`src/rtl/mem_access_stage.sv`:
```
// MEM pipeline stage: performs data-memory loads/stores over a req/ack handshake,
// stalls upstream while an access is outstanding and produces the MEM_WB register.
module mem_access_stage #(
    parameter int TIMEOUT_CYCLES = 255,
    parameter int TIMEOUT_WIDTH  = 8
) (
    input  logic        clk,
    input  logic        rst,
    input  logic        EX_MEM_valid,
    input  logic [4:0]  EX_MEM_rd,
    input  logic        EX_MEM_regwrite,
    input  logic        EX_MEM_memread,
    input  logic        EX_MEM_memwrite,
    input  logic [2:0]  EX_MEM_funct3,
    input  logic [31:0] EX_MEM_ALU_result,
    input  logic [31:0] EX_MEM_rs2_data,
    output logic        dmem_req,
    output logic        dmem_we,
    output logic [31:0] dmem_addr,
    output logic [31:0] dmem_wdata,
    output logic [3:0]  dmem_wstrb,
    input  logic        dmem_ack,
    input  logic [31:0] dmem_rdata,
    output logic        MEM_stall,
    output logic        MEM_WB_valid,
    output logic [4:0]  MEM_WB_rd,
    output logic [31:0] MEM_WB_result,
    output logic        MEM_WB_regwrite,
    output logic        MEM_misaligned,
    output logic        MEM_bus_error,
    output logic        dbg_state_o
);

    // Handshake: dmem_req is high for the whole BUSY state with addr/we/wdata/wstrb
    // stable (EX_MEM is frozen by MEM_stall); the single cycle with dmem_ack=1
    // completes the access. dmem_ack outside BUSY is ignored.
    typedef enum logic {
        S_IDLE = 1'b0,
        S_BUSY = 1'b1
    } state_t;

    localparam logic                     TIMEOUT_EN   = (TIMEOUT_CYCLES != 0);
    localparam logic [TIMEOUT_WIDTH-1:0] TIMEOUT_LAST = TIMEOUT_WIDTH'(TIMEOUT_CYCLES - 1);
    localparam logic [TIMEOUT_WIDTH-1:0] CNT_ONE      = TIMEOUT_WIDTH'(1);

    state_t                   state_q, state_d;
    logic [TIMEOUT_WIDTH-1:0] cnt_q, cnt_d;
    logic                     wb_valid_q, wb_valid_d;
    logic [4:0]               wb_rd_q, wb_rd_d;
    logic [31:0]              wb_result_q, wb_result_d;
    logic                     wb_regwrite_q, wb_regwrite_d;
    logic                     misaligned_q, misaligned_d;
    logic                     bus_error_q, bus_error_d;

    logic        is_load, is_store, mem_op, misaligned, wb_we;
    logic [1:0]  byte_off, size;
    logic [31:0] lane, load_data;
    logic        stall;

    assign is_load  = EX_MEM_memread;
    assign is_store = ~EX_MEM_memread & EX_MEM_memwrite;
    assign mem_op   = EX_MEM_valid & (EX_MEM_memread | EX_MEM_memwrite);
    assign byte_off = EX_MEM_ALU_result[1:0];
    assign size     = EX_MEM_funct3[1:0];
    assign wb_we    = EX_MEM_regwrite & (EX_MEM_rd != 5'd0) & ~is_store;

    always_comb begin
        misaligned = 1'b0;
        case (EX_MEM_funct3)
            3'b011, 3'b110, 3'b111: misaligned = 1'b1;
            3'b001, 3'b101:         misaligned = byte_off[0];
            3'b010:                 misaligned = (byte_off != 2'b00);
            default:                misaligned = 1'b0;
        endcase
    end

    // Right-align the addressed lane, then extend according to funct3.
    assign lane = dmem_rdata >> {byte_off, 3'b000};

    always_comb begin
        load_data = dmem_rdata;
        case (EX_MEM_funct3)
            3'b000:  load_data = {{24{lane[7]}}, lane[7:0]};
            3'b001:  load_data = {{16{lane[15]}}, lane[15:0]};
            3'b100:  load_data = {24'd0, lane[7:0]};
            3'b101:  load_data = {16'd0, lane[15:0]};
            default: load_data = dmem_rdata;
        endcase
    end

    always_comb begin
        state_d       = state_q;
        cnt_d         = cnt_q;
        wb_valid_d    = 1'b0;
        wb_rd_d       = wb_rd_q;
        wb_result_d   = wb_result_q;
        wb_regwrite_d = 1'b0;
        misaligned_d  = 1'b0;
        bus_error_d   = 1'b0;
        stall         = 1'b0;
        unique case (state_q)
            S_IDLE: begin
                if (mem_op) begin
                    if (misaligned) begin
                        misaligned_d = 1'b1;
                    end else begin
                        stall   = 1'b1;
                        state_d = S_BUSY;
                        cnt_d   = '0;
                    end
                end else if (EX_MEM_valid) begin
                    wb_valid_d    = 1'b1;
                    wb_rd_d       = EX_MEM_rd;
                    wb_result_d   = EX_MEM_ALU_result;
                    wb_regwrite_d = wb_we;
                end
            end
            S_BUSY: begin
                if (dmem_ack) begin
                    wb_valid_d    = 1'b1;
                    wb_rd_d       = EX_MEM_rd;
                    wb_result_d   = is_load ? load_data : EX_MEM_ALU_result;
                    wb_regwrite_d = wb_we;
                    state_d       = S_IDLE;
                    cnt_d         = '0;
                end else if (TIMEOUT_EN && (cnt_q == TIMEOUT_LAST)) begin
                    bus_error_d = 1'b1;
                    state_d     = S_IDLE;
                    cnt_d       = '0;
                end else begin
                    stall = 1'b1;
                    cnt_d = cnt_q + CNT_ONE;
                end
            end
            default: state_d = S_IDLE;
        endcase
    end

    always_ff @(posedge clk or posedge rst) begin
        if (rst) begin
            state_q       <= S_IDLE;
            cnt_q         <= '0;
            wb_valid_q    <= 1'b0;
            wb_rd_q       <= 5'd0;
            wb_result_q   <= 32'd0;
            wb_regwrite_q <= 1'b0;
            misaligned_q  <= 1'b0;
            bus_error_q   <= 1'b0;
        end else begin
            state_q       <= state_d;
            cnt_q         <= cnt_d;
            wb_valid_q    <= wb_valid_d;
            wb_rd_q       <= wb_rd_d;
            wb_result_q   <= wb_result_d;
            wb_regwrite_q <= wb_regwrite_d;
            misaligned_q  <= misaligned_d;
            bus_error_q   <= bus_error_d;
        end
    end

    // Request is a pure function of state so an asynchronous reset drops it at once.
    assign dmem_req  = (state_q == S_BUSY);
    assign dmem_we   = dmem_req & is_store;
    assign dmem_addr = {EX_MEM_ALU_result[31:2], 2'b00};

    always_comb begin
        dmem_wstrb = 4'b0000;
        dmem_wdata = EX_MEM_rs2_data;
        case (size)
            2'b00:   dmem_wdata = {4{EX_MEM_rs2_data[7:0]}};
            2'b01:   dmem_wdata = {2{EX_MEM_rs2_data[15:0]}};
            default: dmem_wdata = EX_MEM_rs2_data;
        endcase
        if (dmem_we) begin
            case (size)
                2'b00:   dmem_wstrb = 4'b0001 << byte_off;
                2'b01:   dmem_wstrb = 4'b0011 << byte_off;
                default: dmem_wstrb = 4'b1111;
            endcase
        end
    end

    assign MEM_stall       = stall;
    assign MEM_WB_valid    = wb_valid_q;
    assign MEM_WB_rd       = wb_rd_q;
    assign MEM_WB_result   = wb_result_q;
    assign MEM_WB_regwrite = wb_regwrite_q;
    assign MEM_misaligned  = misaligned_q;
    assign MEM_bus_error   = bus_error_q;
    assign dbg_state_o     = (state_q == S_BUSY);

endmodule

```
`config.mk`:
```
export PLATFORM = sky130hd
export DESIGN_NAME = mem_access_stage
export DESIGN_NICKNAME = d
export VERILOG_FILES = /design/src/rtl/mem_access_stage.sv
export SDC_FILE = /design/constraint.sdc
export NUM_CORES = 1
export LEC_CHECK = 0
export CORE_MARGIN = 2
export CORE_UTILIZATION = 41
export DETAILED_ROUTE_END_ITERATION = 8
export GPL_TIMING_DRIVEN = 0
export PLACE_DENSITY = 0.91
export SYNTH_ARGS = -nofsm -noshare
export SYNTH_HDL_FRONTEND = slang
export SYNTH_SLANG_ARGS = --single-unit
```
`constraint.sdc`:
```
create_clock -name clk -period 5.5 [get_ports clk]
set_clock_uncertainty 0.2 [all_clocks]
set_input_delay 1.1 -clock clk [delete_from_list [all_inputs] [get_ports clk]]
set_output_delay 1.1 -clock clk [all_outputs]
set_load 0.01 [all_outputs]
```
---- After elaboration in Yosys (flattened, before gate mapping) ----
Index checks and enable logic that the tools add are counted.
Widths: inputs -> output; s select.
operators by class
  add/subtract/negate cells ............... 1
  $mul .................................... 0
  div/mod/pow operators ................... 0
  $lt $le $gt $ge ......................... 0
  equality and inequality tests ........... 14
  shifts and indexed selects .............. 3
  mux-type cells .......................... 38
  bitwise operators ....................... 9
  reductions and logical operators ........ 8
operators by type and width
  kind                 number
  $mux 32              4
  $pmux 32 s2          2
  $pmux 32 s4          1
  $mux 8               4
  $shr 32x5->16        1
  $mux 1               16
  $pmux 8 s2           1
  $mux 5               3
  $eq 3x3->1 const B   4
  $ne 2x2->1 const B   5
  $pmux 5 s2           1
  $add 8x1->8 const B  1
  $eq 8x8->1 const B   1
  $pmux 4 s2           1
  $eq 3x2->1 const B   2
  $pmux 1 s2           3
  $and 1x1->1          5
  $reduce_bool 5->1    1
  $mux 4               1
  $shl 1x2->4 const A  1
  $shl 2x2->4 const A  1
  $eq 3x1->1 const B   1
  $logic_not 3->1      1
  $not 1->1            3
  9 further kinds      9
storage, ports and cells
  bits in registers ....................... 50
  bits in latches ......................... 0
  bits in writable memories ............... 0
  bits in read-only memories .............. 0
  word-level logic and storage cells ...... 81
  memories kept ........................... 0

---- Longest topological paths before layout ----
  word-level depth ........................ 7
  gate-level depth with buffers ........... 8

---- Worst setup path after synthesis ----
OpenSTA, ideal clock, no wires.
  kind .................................... in2out
  start ................................... input EX_MEM_funct3[0]
  end ..................................... output dmem_wdata[26]
  arrival time ............................ 2213 ps
  data required time ...................... 4200 ps
  path slack .............................. 1987 ps
  stages .................................. 4
  path buffers ............................ 2
  path through ............................ clkbuf_1 clkbuf_1 mux2i_1 o21ai_0
between the ends
  longest elaborated chain between the ends .. 2
RTL lines
  what                                                  RTL line  source
  start: declaration                                    14        input logic [2:0] EX_MEM_funct3,
  $eq 2x1->1 / $logic_not 2->1 (equally long branches)  169       case (size)
  $pmux 32 s2 *                                         169
  end: declaration                                      20        output logic [31:0] dmem_wdata,
Mark *: on every way between the ends. The rest lies on a longest branch, timed or not.

---- Worst setup path after layout ----
  start ................................... input EX_MEM_funct3[1]
  end ..................................... output dmem_wdata[25]
The elaborated chain is that of the path after synthesis.

==> impl_metrics.env <==
export IMPL_status="finished clean"
export IMPL_cp_arrival_ns=3.66
export IMPL_cts_buffers=5
export IMPL_root_buffer="clkbuf_8"
export IMPL_synth_distinct_cells=44
export IMPL_layout_nets=775
export IMPL_fmax_mhz=201.5
export IMPL_p_per_area_nw_per_um2=228.4
export IMPL_ir_worst_vdd_mv=0.1084
export IMPL_required_ns=4.20
export IMPL_cts_num_sinks=50
export IMPL_grt_pass1_wl_um=21980
export IMPL_tritoncts="done"
export IMPL_antenna_found_initial=0
export IMPL_grt_use_total=0.2851
export IMPL_drt_wirelength_per_cell_um=18.27
export IMPL_maxCapViolations=0
export IMPL_clock_path_buffers=2
export IMPL_post_synth_cell_area_avg_um2=8.344
export IMPL_start_util=0.4203
export IMPL_io_pins=224
export IMPL_hp_class="reg2reg"
export IMPL_synth_area_um2=3630
export IMPL_die_w_um=98.09
export IMPL_routed_wl_um=14090
export IMPL_stdcell_count=771
export IMPL_rr_endpoint="MEM_WB_result[1]$_DFFE_PP0P_"
export IMPL_finalSetupViolCount=0
export IMPL_dpl_hpwl_um=11660
export IMPL_min_from="MEM_WB_rd[3]$_DFFE_PP0P_"
export IMPL_io_buffer_count=218
export IMPL_gp_congestion=0.8416
export IMPL_r2r_cells=6
export IMPL_dieHeight_um=98.09
export IMPL_htree_levels=2
export IMPL_synth_cells=435
export IMPL_slew_viol_final=0
export IMPL_dr_pass1_iters=4
export IMPL_hold_violations=0
export IMPL_slowest_delay_ns=0.59
export IMPL_min_to="MEM_WB_rd[3]$_DFFE_PP0P_"
export IMPL_crit_family="buffers and inverters"
export IMPL_syn_to_final_growth_pct=67.01
export IMPL_ys_warn_count=0
export IMPL_fin_crit_ns=4.962
export IMPL_grt_pass1_vias=4307
export IMPL_via_count=4215
export IMPL_min_path_cells=2
export IMPL_grt_remaining_overflow=0
export IMPL_drt_iter0_drc=235
export IMPL_detail_route_drc_violations=0
export IMPL_ant_nets=0
export IMPL_clk_latency_ns=0.30
export IMPL_dieArea_um2=9622
export IMPL_endpoint_kind="primary output"
export IMPL_cts_resized=0
export IMPL_setup_tns_final_ns=0
export IMPL_path_cells="clkdlybuf4s50_1 -> clkbuf_1 -> clkbuf_1 -> buf_1 -> nand2_1 -> o21ai_0 -> clkdlybuf4s50_1"
export IMPL_ys_seq_elements=50
export IMPL_max_slew_margin=0.5146
export IMPL_clk_pin_slew_ns=0.09
export IMPL_setup_ws_ns=0.5379
export IMPL_rows=34
export IMPL_rsz0062_at_grt="false"
export IMPL_leakage_nw=2.558
export IMPL_postCtsSetupBuffers=0
export IMPL_fin_crit_sh=0.9022
export IMPL_core_um2=8636
export IMPL_postCtsHoldBufs=0
export IMPL_r2r_start="dbg_state_o$_DFF_PP0_"
export IMPL_grt_max_degree=28
export IMPL_mostFrequentLayoutCells="218 x clkdlybuf4s50_1, 52 x nand2_1, 50 x dfrtp_1"
export IMPL_yosysSeqAreaShare=0.3447
export IMPL_dp_cells=763
export IMPL_crit_type="in2out"
export IMPL_tightest_slew_ns=0.7254
export IMPL_path_buf_inv=5
export IMPL_rrSetupSlack_ns=3.09
export IMPL_cp_slowest_cell="clkdlybuf4s50_1"
export IMPL_dp_slack_ns=0.6008
export IMPL_path_max_fanout=10
export IMPL_viasPerCell=5.467
export IMPL_drive_gt1_frac=0.1267
export IMPL_num_antenna_cells=0
export IMPL_critPathLaunchType="input port"
export IMPL_layout_commonest_cell="clkdlybuf4s50_1"
## power by group
group | internal [W] | switching [W] | leakage, nW | total (W)
Clock | 0.000102 | 0.000120 | 0.0482 | 0.000222
Sequential | 0.000452 | 0.0000505 | 0.601 | 0.000503
Combinational | 0.000374 | 0.000286 | 1.91 | 0.000660
## cells in the mapped netlist (all sizes together)
master   instances  area share
o211a            1      0.0028
mux4             1      0.0062
a22oi            8       0.017
or4              1      0.0021
o31ai            1      0.0021
o311ai           1      0.0045
dfrtp           50        0.34
nor2            43       0.044
nor2b            2      0.0034
o41a             1      0.0031
and2             2      0.0034
mux2            21       0.065
or3              3      0.0052
o21bai           4      0.0083
ha               2      0.0069
nor3            17       0.023
nand2b           3      0.0052
a21o             1      0.0021
a22o             5       0.012
a31oi            4      0.0069
o21ai           27       0.037
nand2           52       0.054
clkinv           1      0.0010
o221ai          12       0.029
buf             53        0.10
a21oi           21       0.029
a211oi          17       0.040
o22ai            7       0.012
nor4             2      0.0034
and4             1      0.0024
clkbuf          18       0.019
inv             18       0.019
o2111ai          1      0.0024
mux2i           20       0.055
and3             4      0.0069
nand3            4      0.0055
a2bb2oi          5       0.012
conb             1      0.0010
## cells by family (layout without fill, tap and decap cells)
kind of cell    Yosys count  in the layout  synth area share
mux                      42             42            0.1265
simple gates            134            134            0.1593
buf+inv                  90            317            0.1417
compound gates          116            116            0.2199
other cells               1              2          0.001033
fa+ha+maj                 2              2          0.006893
flops                    50             50            0.3447
## worst min-delay path, stage by stage (launching register included)
cell	delay, ns
dfrtp_1	0.35
nand2_1	0.05
nand2_1	0.05
## layout make-up
type | instances | area [µm²]
Sequential cell | 50 | 1251
Clock inverter | 1 | 5.005
Inverter | 19 | 71.32
Buffer | 71 | 442.9
Clock buffer | 7 | 86.33
Fill cell | 658 | 2574
Tap cell | 108 | 135.1
Timing Repair Buffer | 219 | 2202
Multi-Input combinational cell | 296 | 1868
## how the worst max path moves through the flow
stage                                start              to  slack (ns)  cells after the start
after global placement    EX_MEM_funct3[1]  dmem_wdata[25]        0.68                      7
after CTS                 EX_MEM_funct3[1]  dmem_wdata[25]        0.60                      7
after global routing      EX_MEM_funct3[1]  dmem_wdata[25]        0.38                      7
after floorplan           EX_MEM_funct3[0]  dmem_wdata[26]        1.99                      4
after detailed placement  EX_MEM_funct3[1]  dmem_wdata[30]        0.60                      7
final                     EX_MEM_funct3[1]  dmem_wdata[25]        0.54                      7
## sequential cells by signal, summed over array words and instances, names as in the netlist
signal	flops
MEM_WB_rd	5
MEM_WB_regwrite	1
MEM_WB_result	32
MEM_WB_valid	1
MEM_bus_error	1
MEM_misaligned	1
cnt_q	8
dbg_state_o	1
## metrics by stage
stage | hold slack [ns] | util | power [W] | instance area [µm²]
floorplan | 0.2338 | - | 0.0007766 | 3633
global placement | 0.2522 | 0.6891 | 0.001144 | 5951
detailed placement | 0.2572 | 0.6914 | 0.001168 | 5971
CTS | 0.2740 | 0.7020 | 0.001388 | 6062
global route | 0.3074 | 0.7020 | 0.001457 | 6062
finish | 0.2760 | 0.7020 | 0.001385 | 6062
## layer usage
| metal | up-vias | GRT usage | share of wire | routed length (µm) |
|---|---|---|---|---|
| met5 | - | 0 | 0 | 0 |
| met4 | 0 | 0.07479 | 0.017 | 235 |
| met3 | 22 | 0.05154 | 0.070 | 979 |
| met2 | 203 | 0.5327 | 0.53 | 7476 |
| met1 | 2035 | 0.3342 | 0.38 | 5395 |
| li1 | 1955 | - | - | - |
Power figures use the tool's default switching activity.
